==> config.mk <==
export PLATFORM = sky130hd
export DESIGN_NAME = booth_seq_mult
export DESIGN_NICKNAME = d
export VERILOG_FILES = /design/src/rtl/booth_seq_mult.sv
export SDC_FILE = /design/constraint.sdc
export NUM_CORES = 1
export LEC_CHECK = 0
export ABC_AREA = 1
export BUFFER_PORTS_ARGS = -buffer_cell sky130_fd_sc_hd__buf_4
export CAP_MARGIN = 20
export CORE_UTILIZATION = 55
export CTS_BUF_LIST = sky130_fd_sc_hd__clkbuf_8
export CTS_CLUSTER_DIAMETER = 150
export DETAILED_ROUTE_END_ITERATION = 10
export PLACE_DENSITY = 0.91
export SLEW_MARGIN = 20
export SYNTH_ARGS = -nofsm -noshare
export SYNTH_HDL_FRONTEND = slang
export SYNTH_SLANG_ARGS = --single-unit
==> constraint.sdc <==
create_clock -name clk -period 2.5 [get_ports clk]
set_input_delay 0.125 -clock clk [delete_from_list [all_inputs] [get_ports clk]]
set_output_delay 0.125 -clock clk [all_outputs]
set_load 0.01 [all_outputs]
==> src/rtl/booth_seq_mult.sv <==
// ---------------------------------------------------------------------------
// booth_seq_mult
//
// Sequential radix-4 Booth multiplier. Each operation runs WIDTH/2+1
// iterations, one per clock. Each iteration recodes three multiplier bits
// into a digit in {-2,-1,0,+1,+2} and adds that multiple of the multiplicand
// to the accumulator. The accumulator and multiplier are then arithmetically
// shifted right by two bits. Signed and unsigned operation share one datapath:
// both operands are extended by two bits, using sign or zero extension, so the
// recoding always operates on a non-overflowing signed value.
//
// Ports
//   clk    in   1         sole clock, rising edge
//   rst    in   1         asynchronous active-high reset
//   start  in   1         request; sampled in IDLE and in the DONE cycle
//   mode   in   1         1 = two's-complement signed, 0 = unsigned
//   a      in   WIDTH     multiplicand (latched with start)
//   b      in   WIDTH     multiplier   (latched with start)
//   busy   out  1         high while iterations are in progress
//   done   out  1         one-cycle completion pulse, res valid with it
//   res    out  2*WIDTH   product, held until the next completion
// ---------------------------------------------------------------------------
module booth_seq_mult #(
  parameter int WIDTH = 8
) (
  input  logic               clk,
  input  logic               rst,
  input  logic               start,
  input  logic               mode,
  input  logic [WIDTH-1:0]   a,
  input  logic [WIDTH-1:0]   b,
  output logic               busy,
  output logic               done,
  output logic [2*WIDTH-1:0] res
);

  // Extended operand width, accumulator width and iteration count.
  // The accumulator has two bits of headroom over the extended operand
  // so that the +/-2 multiples and the running sum never overflow.
  localparam int XW   = WIDTH + 2;
  localparam int HW   = WIDTH + 4;
  localparam int ITER = WIDTH / 2 + 1;
  localparam int CW   = $clog2(ITER + 1);

  generate
    if ((WIDTH % 2) != 0 || WIDTH < 4) begin : g_width_check
      $error("booth_seq_mult: WIDTH must be even and >= 4");
    end
  endgenerate

  typedef enum logic [1:0] {
    S_IDLE = 2'd0,
    S_RUN  = 2'd1,
    S_DONE = 2'd2
  } state_t;

  state_t               state_q, state_d;
  logic [XW-1:0]        m_q, m_d;      // extended multiplicand
  logic [HW-1:0]        h_q, h_d;      // accumulator (high part of product)
  logic [XW-1:0]        l_q, l_d;      // multiplier, shifted out as product low bits
  logic                 x_q, x_d;      // bit shifted out below l_q (Booth b[-1])
  logic [CW-1:0]        cnt_q, cnt_d;  // iterations completed
  logic [2*WIDTH-1:0]   res_q, res_d;

  // Operand extension: sign extend in signed mode, zero extend otherwise.
  logic [XW-1:0] a_ext;
  logic [XW-1:0] b_ext;
  assign a_ext = mode ? {{2{a[WIDTH-1]}}, a} : {2'b00, a};
  assign b_ext = mode ? {{2{b[WIDTH-1]}}, b} : {2'b00, b};

  // Multiplicand sign-extended to accumulator width, so that the negative
  // multiples are formed at full width without losing the top bit. This
  // matters for the most negative operand.
  logic [HW-1:0] m_hw;
  assign m_hw = {{(HW - XW){m_q[XW-1]}}, m_q};

  // Radix-4 Booth recoding of {b[i+1], b[i], b[i-1]}.
  logic [HW-1:0] addend;
  always_comb begin
    addend = '0;
    unique case ({l_q[1:0], x_q})
      3'b001, 3'b010: addend = m_hw;
      3'b011:         addend = m_hw << 1;
      3'b100:         addend = -(m_hw << 1);
      3'b101, 3'b110: addend = -m_hw;
      default:        addend = '0;
    endcase
  end

  // One iteration: add, then arithmetic shift of {h, l, x} right by two.
  logic [HW-1:0]      sum;
  logic [HW-1:0]      h_sh;
  logic [XW-1:0]      l_sh;
  logic [2*WIDTH-1:0] product;
  assign sum  = h_q + addend;
  assign h_sh = {{2{sum[HW-1]}}, sum[HW-1:2]};
  assign l_sh = {sum[1:0], l_q[XW-1:2]};
  // After the last shift, the low XW bits of the product are in l and the
  // rest of the product is in the bottom of h.
  assign product = {h_sh[WIDTH-3:0], l_sh};

  // State and datapath registers.
  always_ff @(posedge clk or posedge rst) begin
    if (rst) begin
      state_q <= S_IDLE;
      m_q     <= '0;
      h_q     <= '0;
      l_q     <= '0;
      x_q     <= 1'b0;
      cnt_q   <= '0;
      res_q   <= '0;
    end else begin
      state_q <= state_d;
      m_q     <= m_d;
      h_q     <= h_d;
      l_q     <= l_d;
      x_q     <= x_d;
      cnt_q   <= cnt_d;
      res_q   <= res_d;
    end
  end

  // Next-state logic and datapath control.
  always_comb begin
    state_d = state_q;
    m_d     = m_q;
    h_d     = h_q;
    l_d     = l_q;
    x_d     = x_q;
    cnt_d   = cnt_q;
    res_d   = res_q;

    unique case (state_q)
      S_IDLE: begin
        if (start) begin
          m_d     = a_ext;
          h_d     = '0;
          l_d     = b_ext;
          x_d     = 1'b0;
          cnt_d   = '0;
          state_d = S_RUN;
        end
      end

      S_RUN: begin
        // start is deliberately not examined here.
        h_d   = h_sh;
        l_d   = l_sh;
        x_d   = l_q[1];
        cnt_d = cnt_q + CW'(1);
        if (cnt_q == CW'(ITER - 1)) begin
          res_d   = product;
          state_d = S_DONE;
        end
      end

      S_DONE: begin
        // A start in the done cycle begins the next operation with no gap.
        if (start) begin
          m_d     = a_ext;
          h_d     = '0;
          l_d     = b_ext;
          x_d     = 1'b0;
          cnt_d   = '0;
          state_d = S_RUN;
        end else begin
          state_d = S_IDLE;
        end
      end

      default: state_d = S_IDLE;
    endcase
  end

  // busy and done are decoded from distinct states, so they are never high together.
  assign busy = (state_q == S_RUN);
  assign done = (state_q == S_DONE);
  assign res  = res_q;

endmodule
==> results.yml <==
cells_and_area:
  final_cell_mix: "95 x nand2_1, 65 x buf_4, 51 x dfrtp_1"
  layout_commonest_cell: "nand2_1"
  syn_to_final_growth_pct: 23.3
  seqCellArea_um2: 1280
  antenna_cells: 0
  stdcell_area_um2: 3890
  layout-drive-gt1-share_pct: 33.6
  fillers: 358
  multi_input_area_um2: 1760
  final_nets: 469
synthesis:
  ys_warn_count: 0
  synth-edff-count: 0
  synthArstFlopShare_pct: 100
  yosys_register_bits: 51
  yosysSeqAreaShare_pct: 40.5
  postSynthAreaPerCell_um2: 8.46
  synth_nets: 408
  ys_types: 42
  netlist_instances: 373
  synth_area_um2: 3150
  ys.flop_type: "dfrtp_1"
worst_setup_path:
  worstReg2RegEnd: "h_q[7]"
  critical_path_depth: 18
  cp_slowest_stage_delay_ns: 0.41
  r2r_start: "m_q[0]"
  cp_data_arrival_time_ns: 2.82
  worstSetupPathType: "flop to flop"
  crit_family: "simple AND/OR/NAND/NOR gates"
  crit_required_ns: 2.70
  worst_setup_path_start_kind: "flop"
  r2r_cells: 18
  path_max_fanout: 4
  crit_start: "m_q[0]"
  r2r_setup_slack_ns: -0.12
  crit_chain: "inv_2 -> ha_4 -> nand2_4 -> nor2_4 -> xor2_1 -> inv_1 -> a21oi_1 -> nand2_1 -> ha_4 -> nand2_1 -> nor2_2 -> nand2_1 -> o211ai_2 -> nand2_1 -> nand2_2 -> nand2_1 -> nand2_1 -> o21ai_1"
  cp_slowest_cell: "dfrtp_1"
  worst_setup_path_end_kind: "flop"
  crit_top_cell: "nand2_1"
  crit_buf_inv: 2
detailed_routing:
  routed_wl_mm: 8.11
  drtAntennaViolNets: 0
  routedWlPerCell_um: 16.0
  first_pass_iters: 7
  drt_iter0_drc: 277
  drc_errors: 0
  num_vias: 2974
  avgViaCountPerCell: 5.87
global_routing:
  antenna_found_initial: 0
  grt_pass1_wl_mm: 12.2
  grt_use_total_pct: 25.3
  overflow: 0
  first_global_vias: 2808
  grt_max_degree: 52
job:
  cap_violations: 0
sta:
  tightest_slew_ns: 0.646
  setup_slack_ns: -0.122
  post-route-min-period_ns: 2.62
  drv_slew: 0
  setup_viol: 8
  max-slew-margin-rel_pct: 56.9
  hold_viol_final: 44
  rsz0062_at_grt: "true"
  skew_ns: 0.0154
  post-route-period-util_pct: 105
  fmax_ghz: 0.381
  whs_ns: -0.0326
clocking:
  cts_num_sinks: 51
  path_clk_slew_ns: 0.11
  clockBufferDepth: 2
  tritoncts: "done"
  cts_root_buffer: "clkbuf_8"
  cts_made_buffers: 5
  cts_hold_buf: 0
  htreeDepth: 2
  insertion_delay_ns: 0.32
die:
  core_area_um2: 5510
  pin_count: 38
  die-area_um2: 6040
  start_util_pct: 57.3
  die_h_um: 77.7
  placement_rows: 27
  chipWidth_um: 77.7
place:
  place_area_um2: 3550
  hpwl_mm: 5.22
  preCtsSetupSlack_ns: -0.167
  io_buffers: 37
  gp_congestion: 0.942
hold_path:
  min_path_type: "input port to asynchronous set/reset pin"
outcome:
  outcome: "finished, violations left"
  violations: "hold timing, setup timing"
[synth_stat cells (2+ instances only)]
cell,count,share of area [%]
buf_4,2,0.48
inv_1,36,4.3
buf_2,3,0.48
nand3_1,19,3.0
xnor2_1,6,1.7
nor2_8,3,1.9
xor2_1,6,1.7
nand3_2,2,0.63
o21ai_2,14,3.9
nand4_1,3,0.60
nand3b_1,3,0.71
nor2_2,2,0.40
nand2_1,99,12
nor2_1,12,1.4
a21oi_2,2,0.56
nor2_4,2,0.71
nand2_4,3,1.1
ha_1,14,5.6
a21oi_1,10,1.6
dfrtp_1,51,40
o21ai_0,21,3.3
nand2_2,3,0.60
o221ai_1,4,1.1
o22ai_1,3,0.60
o2111ai_1,4,1.1
buf_6,5,1.8
o21ai_1,10,1.6
o211ai_1,9,2.1
inv_2,9,1.1
[stage by stage]
stage	util [%]	TNS, ns	hold WS (ns)	cells
after floorplan	-	0	0.246	373
after global placement	64.6	-0.149	0.331	487
after detailed placement	64.6	-1.16	0.342	487
after CTS	67.6	-0.151	0.000651	498
after global routing	70.6	-2.00	0.0265	507
final	70.6	-0.587	-0.0326	507
[state kept, by name, indices dropped and copies added (netlist names)]
| signal | cells |
|---|---|
| h_q | 10 |
| x_q | 1 |
| res | 16 |
| l_q | 10 |
| state_q | 2 |
| m_q | 9 |
| cnt_q | 3 |
[logic make-up after synthesis]
logic type               count (synthesis)  synth area share (%)
buffers and inverters                   58                  8.57
XOR/XNOR                                12                  3.33
AND/OR/NAND/NOR                        156                  24.5
AO/OA/AOI/OAI                           81                  17.0
adder cells (fa/ha/maj)                 15                  6.19
flip-flops                              51                  40.5
[tightest hold or removal path, delay by kind of cell]
| family | cells | cell delay [ns] |
|---|---|---|
| buf+inv | 3 | 0.66 |
[area by class of cell]
type,instances,share of cell area [%]
well taps,72,2.32
clock inverters,3,0.611
flip-flops and latches,51,32.8
inverters,46,4.50
multi-input cells,264,45.1
clock buffers,5,1.77
repair buffers,66,12.8
[metal layers]
layer / part of all wire (%) / GRT usage (%) / up-vias
met1: 40 / 31.1 / 1430
met4: 4.0 / 10.0 / 0
li1: - / - / 1360
met5: 0 / 0 / -
met2: 51 / 44.6 / 143
met3: 4.7 / 3.41 / 41
[worst max-delay path by stage]
stage,endpoint
after floorplan,h_q[4]
after global routing,h_q[7]
after CTS,h_q[10]
final,h_q[7]
after detailed placement,res[14]
after global placement,h_q[10]
[what timing repair did]
action | 4_1_cts | 5_1_grt
setup endpoints to repair | 11 | 14
gates resized for setup | 14 | 22
pin swaps | 7 | 17
setup buffers | 3 | 9
Power is left out: the tool's default activity adds up to more than one toggle a clock period on the data nets, which glitch-free logic cannot reach.
